**config.mk**
```make
export PLATFORM = sky130hd
export DESIGN_NAME = pipeline_ctrl
export DESIGN_NICKNAME = d
export VERILOG_FILES = /design/src/rtl/pipeline_ctrl.sv
export SDC_FILE = /design/constraint.sdc
export NUM_CORES = 1
export LEC_CHECK = 0
export ABC_CLOCK_PERIOD_IN_PS = 2800
export CORE_UTILIZATION = 55
export DETAILED_ROUTE_END_ITERATION = 10
export DONT_BUFFER_PORTS = 1
export PLACE_DENSITY_LB_ADDON = 0.1
export SLEW_MARGIN = 10
export SYNTH_ARGS = -nofsm -noshare
export SYNTH_HDL_FRONTEND = slang
export SYNTH_SLANG_ARGS = --single-unit
```
**constraint.sdc**
```tcl
create_clock -name clk -period 2.8 [get_ports clk]
set_clock_uncertainty 0.1 [all_clocks]
set_input_delay 0 -clock clk [delete_from_list [all_inputs] [get_ports clk]]
set_output_delay 0 -clock clk [all_outputs]
set_load 0.01 [all_outputs]
```
**src/rtl/pipeline_ctrl.sv**
```systemverilog
// ---------------------------------------------------------------------------
// pipeline_ctrl
//   Stall / flush / freeze controller for a classic 5-stage in-order pipeline.
//   Resolves three hazard sources with fixed priority:
//     data-memory freeze  >  taken branch  >  load-use interlock
//   A multi-cycle data-memory access parks the controller in MEM_WAIT. A
//   watchdog moves it to HALT if the access exceeds TIMEOUT wait cycles, and
//   only reset leaves HALT.
//
// Ports
//   clk, reset        pipeline clock; asynchronous active-high reset
//   id_rs, id_rt      ID-stage source registers
//   id_uses_rt        ID instruction actually reads rt
//   ex_memread, ex_rd EX-stage load flag and destination register
//   branch_taken      branch/jump resolved taken in EX
//   mem_req, mem_ready MEM-stage access request / completion handshake
//   cnt_clear         synchronous clear of stall_cycles
//   pc_en .. memwb_en pipeline register enables (combinational)
//   ifid_flush, idex_flush  bubble insertion into IF/ID and ID/EX
//   memwb_bubble      forces RegWrite/MemtoReg low into MEM/WB
//   mem_timeout       sticky watchdog error flag
//   state             RUN=0, MEM_WAIT=1, HALT=2
//   stall_cycles      saturating count of cycles with pc_en low
// ---------------------------------------------------------------------------
module pipeline_ctrl #(
   parameter int TIMEOUT = 255
) (
   input  logic        clk,
   input  logic        reset,
   input  logic [4:0]  id_rs,
   input  logic [4:0]  id_rt,
   input  logic        id_uses_rt,
   input  logic        ex_memread,
   input  logic [4:0]  ex_rd,
   input  logic        branch_taken,
   input  logic        mem_req,
   input  logic        mem_ready,
   input  logic        cnt_clear,
   output logic        pc_en,
   output logic        ifid_en,
   output logic        ifid_flush,
   output logic        idex_en,
   output logic        idex_flush,
   output logic        exmem_en,
   output logic        memwb_en,
   output logic        memwb_bubble,
   output logic        mem_timeout,
   output logic [1:0]  state,
   output logic [15:0] stall_cycles
);

   typedef enum logic [1:0] {
      RUN      = 2'd0,
      MEM_WAIT = 2'd1,
      HALT     = 2'd2
   } state_t;

   // The wait counter is 8 bits wide, so the limit is compared in that width.
   localparam logic [7:0] TIMEOUT_C = 8'(TIMEOUT);

   // Control vector bit order:
   // {pc_en, ifid_en, ifid_flush, idex_en, idex_flush, exmem_en, memwb_en, memwb_bubble}
   localparam logic [7:0] CTRL_RUN    = 8'b1101_0110;
   localparam logic [7:0] CTRL_BRANCH = 8'b1111_1110;
   localparam logic [7:0] CTRL_LDUSE  = 8'b0001_1110;
   // MEM/WB keeps moving during a freeze, but it receives a bubble.
   localparam logic [7:0] CTRL_FREEZE = 8'b0000_0011;
   localparam logic [7:0] CTRL_HALT   = 8'b0000_0001;

   state_t      state_r;
   state_t      state_nxt_s;
   logic [7:0]  wait_cnt_r;
   logic [7:0]  wait_cnt_nxt_s;
   logic        mem_timeout_r;
   logic        mem_timeout_nxt_s;
   logic [15:0] stall_cycles_r;
   logic [7:0]  run_ctrl_s;
   logic [7:0]  ctrl_s;
   logic        load_use_s;

   // A load whose destination feeds the next instruction; r0 never creates a dependency.
   assign load_use_s = ex_memread && (ex_rd != 5'd0) &&
                       ((ex_rd == id_rs) || (id_uses_rt && (ex_rd == id_rt)));

   // Outputs while running with no memory freeze: branch beats load-use.
   always_comb begin
      run_ctrl_s = CTRL_RUN;
      if (branch_taken) begin
         run_ctrl_s = CTRL_BRANCH;
      end else if (load_use_s) begin
         run_ctrl_s = CTRL_LDUSE;
      end else begin
         run_ctrl_s = CTRL_RUN;
      end
   end

   // Next-state, wait counter, watchdog and control outputs.
   always_comb begin
      state_nxt_s       = state_r;
      wait_cnt_nxt_s    = wait_cnt_r;
      mem_timeout_nxt_s = mem_timeout_r;
      ctrl_s            = run_ctrl_s;
      case (state_r)
         RUN: begin
            if (mem_req && !mem_ready) begin
               ctrl_s         = CTRL_FREEZE;
               state_nxt_s    = MEM_WAIT;
               wait_cnt_nxt_s = 8'd1;
            end else begin
               ctrl_s = run_ctrl_s;
            end
         end
         MEM_WAIT: begin
            if (!mem_ready) begin
               ctrl_s = CTRL_FREEZE;
               if (wait_cnt_r == TIMEOUT_C) begin
                  state_nxt_s       = HALT;
                  mem_timeout_nxt_s = 1'b1;
               end else begin
                  wait_cnt_nxt_s = wait_cnt_r + 8'd1;
               end
            end else begin
               // The access completes this cycle, so the hazards are evaluated as in RUN.
               ctrl_s         = run_ctrl_s;
               state_nxt_s    = RUN;
               wait_cnt_nxt_s = 8'd0;
            end
         end
         HALT: begin
            ctrl_s = CTRL_HALT;
         end
         default: begin
            // An unreachable encoding is treated as a fault and the pipeline is parked.
            ctrl_s      = CTRL_HALT;
            state_nxt_s = HALT;
         end
      endcase
   end

   // State, wait counter and sticky timeout flag.
   always_ff @(posedge clk or posedge reset) begin
      if (reset) begin
         state_r       <= RUN;
         wait_cnt_r    <= 8'd0;
         mem_timeout_r <= 1'b0;
      end else begin
         state_r       <= state_nxt_s;
         wait_cnt_r    <= wait_cnt_nxt_s;
         mem_timeout_r <= mem_timeout_nxt_s;
      end
   end

   // Saturating count of cycles with the PC held; a clear wins over an increment.
   always_ff @(posedge clk or posedge reset) begin
      if (reset) begin
         stall_cycles_r <= 16'd0;
      end else if (cnt_clear) begin
         stall_cycles_r <= 16'd0;
      end else if (!ctrl_s[7] && (stall_cycles_r != 16'hFFFF)) begin
         stall_cycles_r <= stall_cycles_r + 16'd1;
      end else begin
         stall_cycles_r <= stall_cycles_r;
      end
   end

   assign {pc_en, ifid_en, ifid_flush, idex_en, idex_flush, exmem_en, memwb_en, memwb_bubble} = ctrl_s;
   assign mem_timeout  = mem_timeout_r;
   assign state        = state_r;
   assign stall_cycles = stall_cycles_r;

endmodule

```
# Yosys cells after proc, flatten, opt, wreduce, memory -nomap -nowiden

Cells that the tools add are included.

Flip-flop bits (word level): 27

Muxes and demuxes: 15
Add/subtract/negate cells: 2
Eq/ne operators: 9
Reduce and logical (&&, ||, !) cells: 15
Bitwise gates (word level): 2

Operators with widths:

| kind                                                             | count |
|---|---|
| 8-bit two-way mux                                                | 7 |
| 16-bit two-way mux                                               | 2 |
| 8-bit case mux with 2 select lines                               | 2 |
| 16-bit by 1-bit adder with 16-bit output (second input constant) | 1 |
| 16-bit != test (second input constant)                           | 1 |
| 5-bit == test                                                    | 2 |
| 3-bit AND reduction                                              | 3 |
| 8-bit by 1-bit adder with 8-bit output (second input constant)   | 1 |
| 8-bit == test (second input constant)                            | 1 |
| 2-bit two-way mux                                                | 3 |
| 3-bit != test (second input constant)                            | 2 |
| 2-bit case mux with 3 select lines                               | 1 |
| 1-bit logical AND                                                | 5 |
| 5-bit nonzero test                                               | 1 |
| 2-bit nonzero test                                               | 2 |
| 2-bit by 1-bit == test with 1-bit output (second input constant) | 1 |
| 2-bit == test (second input constant)                            | 1 |
| 1-bit logical NOT                                                | 2 |
| 2-bit logical NOT                                                | 1 |
| 2-bit != test (second input constant)                            | 1 |
| 1-bit inverter                                                   | 2 |
| 1-bit logical OR                                                 | 1 |

# Logic depth before layout (Yosys ltp)

Word-level depth: 12
Depth in mapped cells: 9
Depth with buffers taken out: 7

# Worst setup path after synthesis

Ideal clock, no wire load.

Path type: register to register
Start: register stall_cycles_r[0], in the netlist stall_cycles[0]
End: register stall_cycles_r[11], in the netlist stall_cycles[11]
Setup time: 0.128 ns
Data required time: 2.572 ns
Clock period less this slack: 2.123 ns
Slack: 0.677 ns
Cell stages (with the launch flop): 8
Arrival: 1.896 ns
Buffers on the path: 1
Cell sequence: dfrtp_1 ha_1 nand3_1 nor2_1 and3_1 clkbuf_1 nor4_1 mux2_1

Word-level cells in the longest chain between the ends: 3

RTL lines:

| item                                                                              | line     | source |
|---|---|---|
| from (decl)                                                                       | 76       | `logic [15:0] stall_cycles_r;` |
| from (signal assigned)                                                            | 160      | `stall_cycles_r <= stall_cycles_r + 16'd1;` |
| from (signal assigned)                                                            | 162      | `stall_cycles_r <= stall_cycles_r;` |
| 16-bit by 1-bit adder with 16-bit output / 16-bit != test (equally long branches) | 160, 159 |  |
| 16-bit two-way mux / 1-bit logical AND (equally long branches)                    | 159      | `end else if (!ctrl_s[7] && (stall_cycles_r != 16'hFFFF)) begin` |
| 16-bit two-way mux / 2-bit nonzero test (equally long branches)                   | -        |  |

Parallel ways exist; a longest one is shown, timed or not. The select of a mux whose other input is x is not followed.
A chain may end at the register's enable or synchronous reset.

# Worst setup path after layout

Start: register stall_cycles_r[0], in the netlist stall_cycles[0]
End: register stall_cycles_r[4], in the netlist stall_cycles[4]

Same word-level chain as after synthesis.

==> run metrics <==
filler cell count 247; GR Util All Layers 20.7%; failing checks design-rule violations; synthesized area 1660 um^2; Die Area 3250 um^2; sequential area share after synthesis 40.6%; Hold WS 53.3 ps; Post-synth top cells 27 x dfrtp_1, 19 x nor2_1, 12 x a21oi_1, 12 x nand2_1, 12 x nand3_1; per-cell routed wire length 15.0 um; vias in the first global route 1310; Synth Area per Inst 8.95 um^2; cell taking the most area after synthesis dfrtp_1; cell area after layout 1750 um^2; Die W 57.0 um; post-CTS setup buffers 0; ys async rst share 100%; crit-path cells ha_1 > nand3_1 > nor2_1 > and3_1 > buf_4 > or4_1 > a21oi_1; Starting Density 59.3%; Die Height 57.0 um; Pleak 0.712 nW; core box area 2810 um^2; pin count of the biggest net entering global routing 28; EDFF count, synth 0; Port Buffers 0; Avg Vias per Cell 6.40; Setup Viol. Count Final 0; top-count cell post-synth dfrtp_1; Tcrit/Tclk final 84.9%; clock buffer depth 2; Unique masters post-synth 40; number of I/O pins 50; router iterations before antenna repair 9; CP Class flip-flop to flip-flop; Crit path arrival time 2470 ps; total CTS buffers 3; Max Slew Vio Count 0; CP Max Fanout 13; final global-route overflow total 0; initial antenna violation count 0; Antenna Nets Post-Route 0; CP max-delay cell and3_1; post-synthesis cell count 186; Setup Total Neg Slack 0 ps; Synthesized Nets 211; area grow syn2layout 5.26%; Crit path required time 2890 ps; prevailing post-synth register cell dfrtp_1; worst rel slew slack 31.6%; RD Place Congestion 0.787; antenna diode count 0; pre-CTS WS 462 ps; first-pass GRT wire length 5400 um; layout cells sized above 1 6.91%; Layout Utilization 62.4%; synthesized flop and latch total 27; crit path launch type flip-flop; drt initial violations 76; Std-Cell Rows 19; CP Capture Type flip-flop; clock sinks 27; yosys warns 0; Total Wirelength 3280 um; Max Clk Rate 0.420 GHz; Final WS setup 421 ps; Post-DP Area 1660 um^2; insertion delay to the later sink of the worst-skew pair 320 ps; DP HPWL 2360 um; RSZ-0062 raised after global routing no; CTS tree built; via count 1402; Synth top area share 40.6%; Worst Tran Pin Value 1020 ps; max-cap violation count 0; VDD IR-drop max 0.260 mV; largest cells by area after synthesis dfrtp_1 41%, xor2_1 4.7%, nor2_1 4.3%, o31ai_1 4.1%, or4_1 4.1%; root buf cell clkbuf_4; crit-path max cell delay 500 ps; Clock Pin Slew Worst Setup and Hold Paths 150 ps; outcome finished with violations; Post-CTS Hold Fix Bufs 6; worst min path class primary input to output pin; DRC 6; nets 214; critical path's top delay family simple AND/OR/NAND/NOR gates; CP bufs+invs 1; Hold Vio Cnt, Final 0; Post-CTS Resized 0; pwr/cell area 379 nW/um^2; minimum clock period after layout 2380 ps; H-tree Lvls 1
cells in the final DEF (no fill, tap or decap), types with 4 or more instances in the layout:
cell	n
nand3_1	12
o21ai_0	9
mux2_1	4
dfrtp_1	27
nor2b_1	6
a21oi_1	12
dlygate4sd3_1	6
nor2_1	19
and2_1	4
inv_1	4
and3_1	5
or4_1	9
xor2_1	9
o31ai_1	9
nand2_1	12
cell type report:
cell class                 instances  area, um^2  area share, %
clock buffer                       3        22.5           1.29
inverter                           5        18.8           1.07
sequential                        27         676           38.6
tap                               31        38.8           2.21
multi-input combinational        145         921           52.6
clock inverter                     1        7.51          0.429
timing repair buffer               7        67.6           3.86
state kept, by name (all words and copies together), names as in the netlist:
| register | count |
|---|---|
| stall_cycles | 16 |
| state | 2 |
| mem_timeout | 1 |
| wait_cnt_r | 8 |
worst paths after layout:
kind | startpoint | to | slack [ps] | cells after the start
min in group asynchronous | reset | stall_cycles[0]$_DFFE_PP0P_ | 250 | 2
max reg2reg | stall_cycles[0]$_DFFE_PP0P_ | stall_cycles[4]$_DFFE_PP0P_ | 420 | 7
min | branch_taken | idex_flush | 50 | 2
max in group asynchronous | reset | stall_cycles[15]$_DFFE_PP0P_ | 1730 | 2
min reg2reg | wait_cnt_r[7]$_DFFE_PP0P_ | wait_cnt_r[7]$_DFFE_PP0P_ | 390 | 1
max | stall_cycles[0]$_DFFE_PP0P_ | stall_cycles[4]$_DFFE_PP0P_ | 420 | 7
metrics by stage:
step           std cells  power (mW)
6_report             219       0.664
5_1_grt              219       0.701
4_1_cts              219       0.674
3_5_place_dp         209       0.489
3_3_place_gp         209       0.486
2_1_floorplan        186       0.484
logic make-up (layout without fill, tap and decap cells):
kind of cell / Yosys count / after routing / share of synthesized area [%]
and+or+nand+nor: 85 / 85 / 28.0
AOI/OAI and AO/OA: 42 / 42 / 16.5
DFF: 27 / 27 / 40.6
buffers and inverters: 14 / 16 / 4.06
xor gates and xnor gates: 10 / 10 / 5.26
muxes: 6 / 6 / 4.06
adders and majority gates: 2 / 2 / 1.50
power breakdown:
| group | switching [mW] | leakage, nW | total [mW] | internal (mW) |
|---|---|---|---|---|
| logic | 0.0514 | 0.327 | 0.0821 | 0.0307 |
| clock network | 0.117 | 0.0139 | 0.172 | 0.0546 |
| registers | 0.0124 | 0.372 | 0.410 | 0.398 |
per-layer routing:
metal | global-route usage [%] | routed length, um
met1 | 25.4 | 1450
met2 | 37.0 | 1680
met3 | 4.08 | 142
met4 | 5.92 | 10
met5 | 0 | 0
Note: power is estimated with default switching activity, not from simulation.
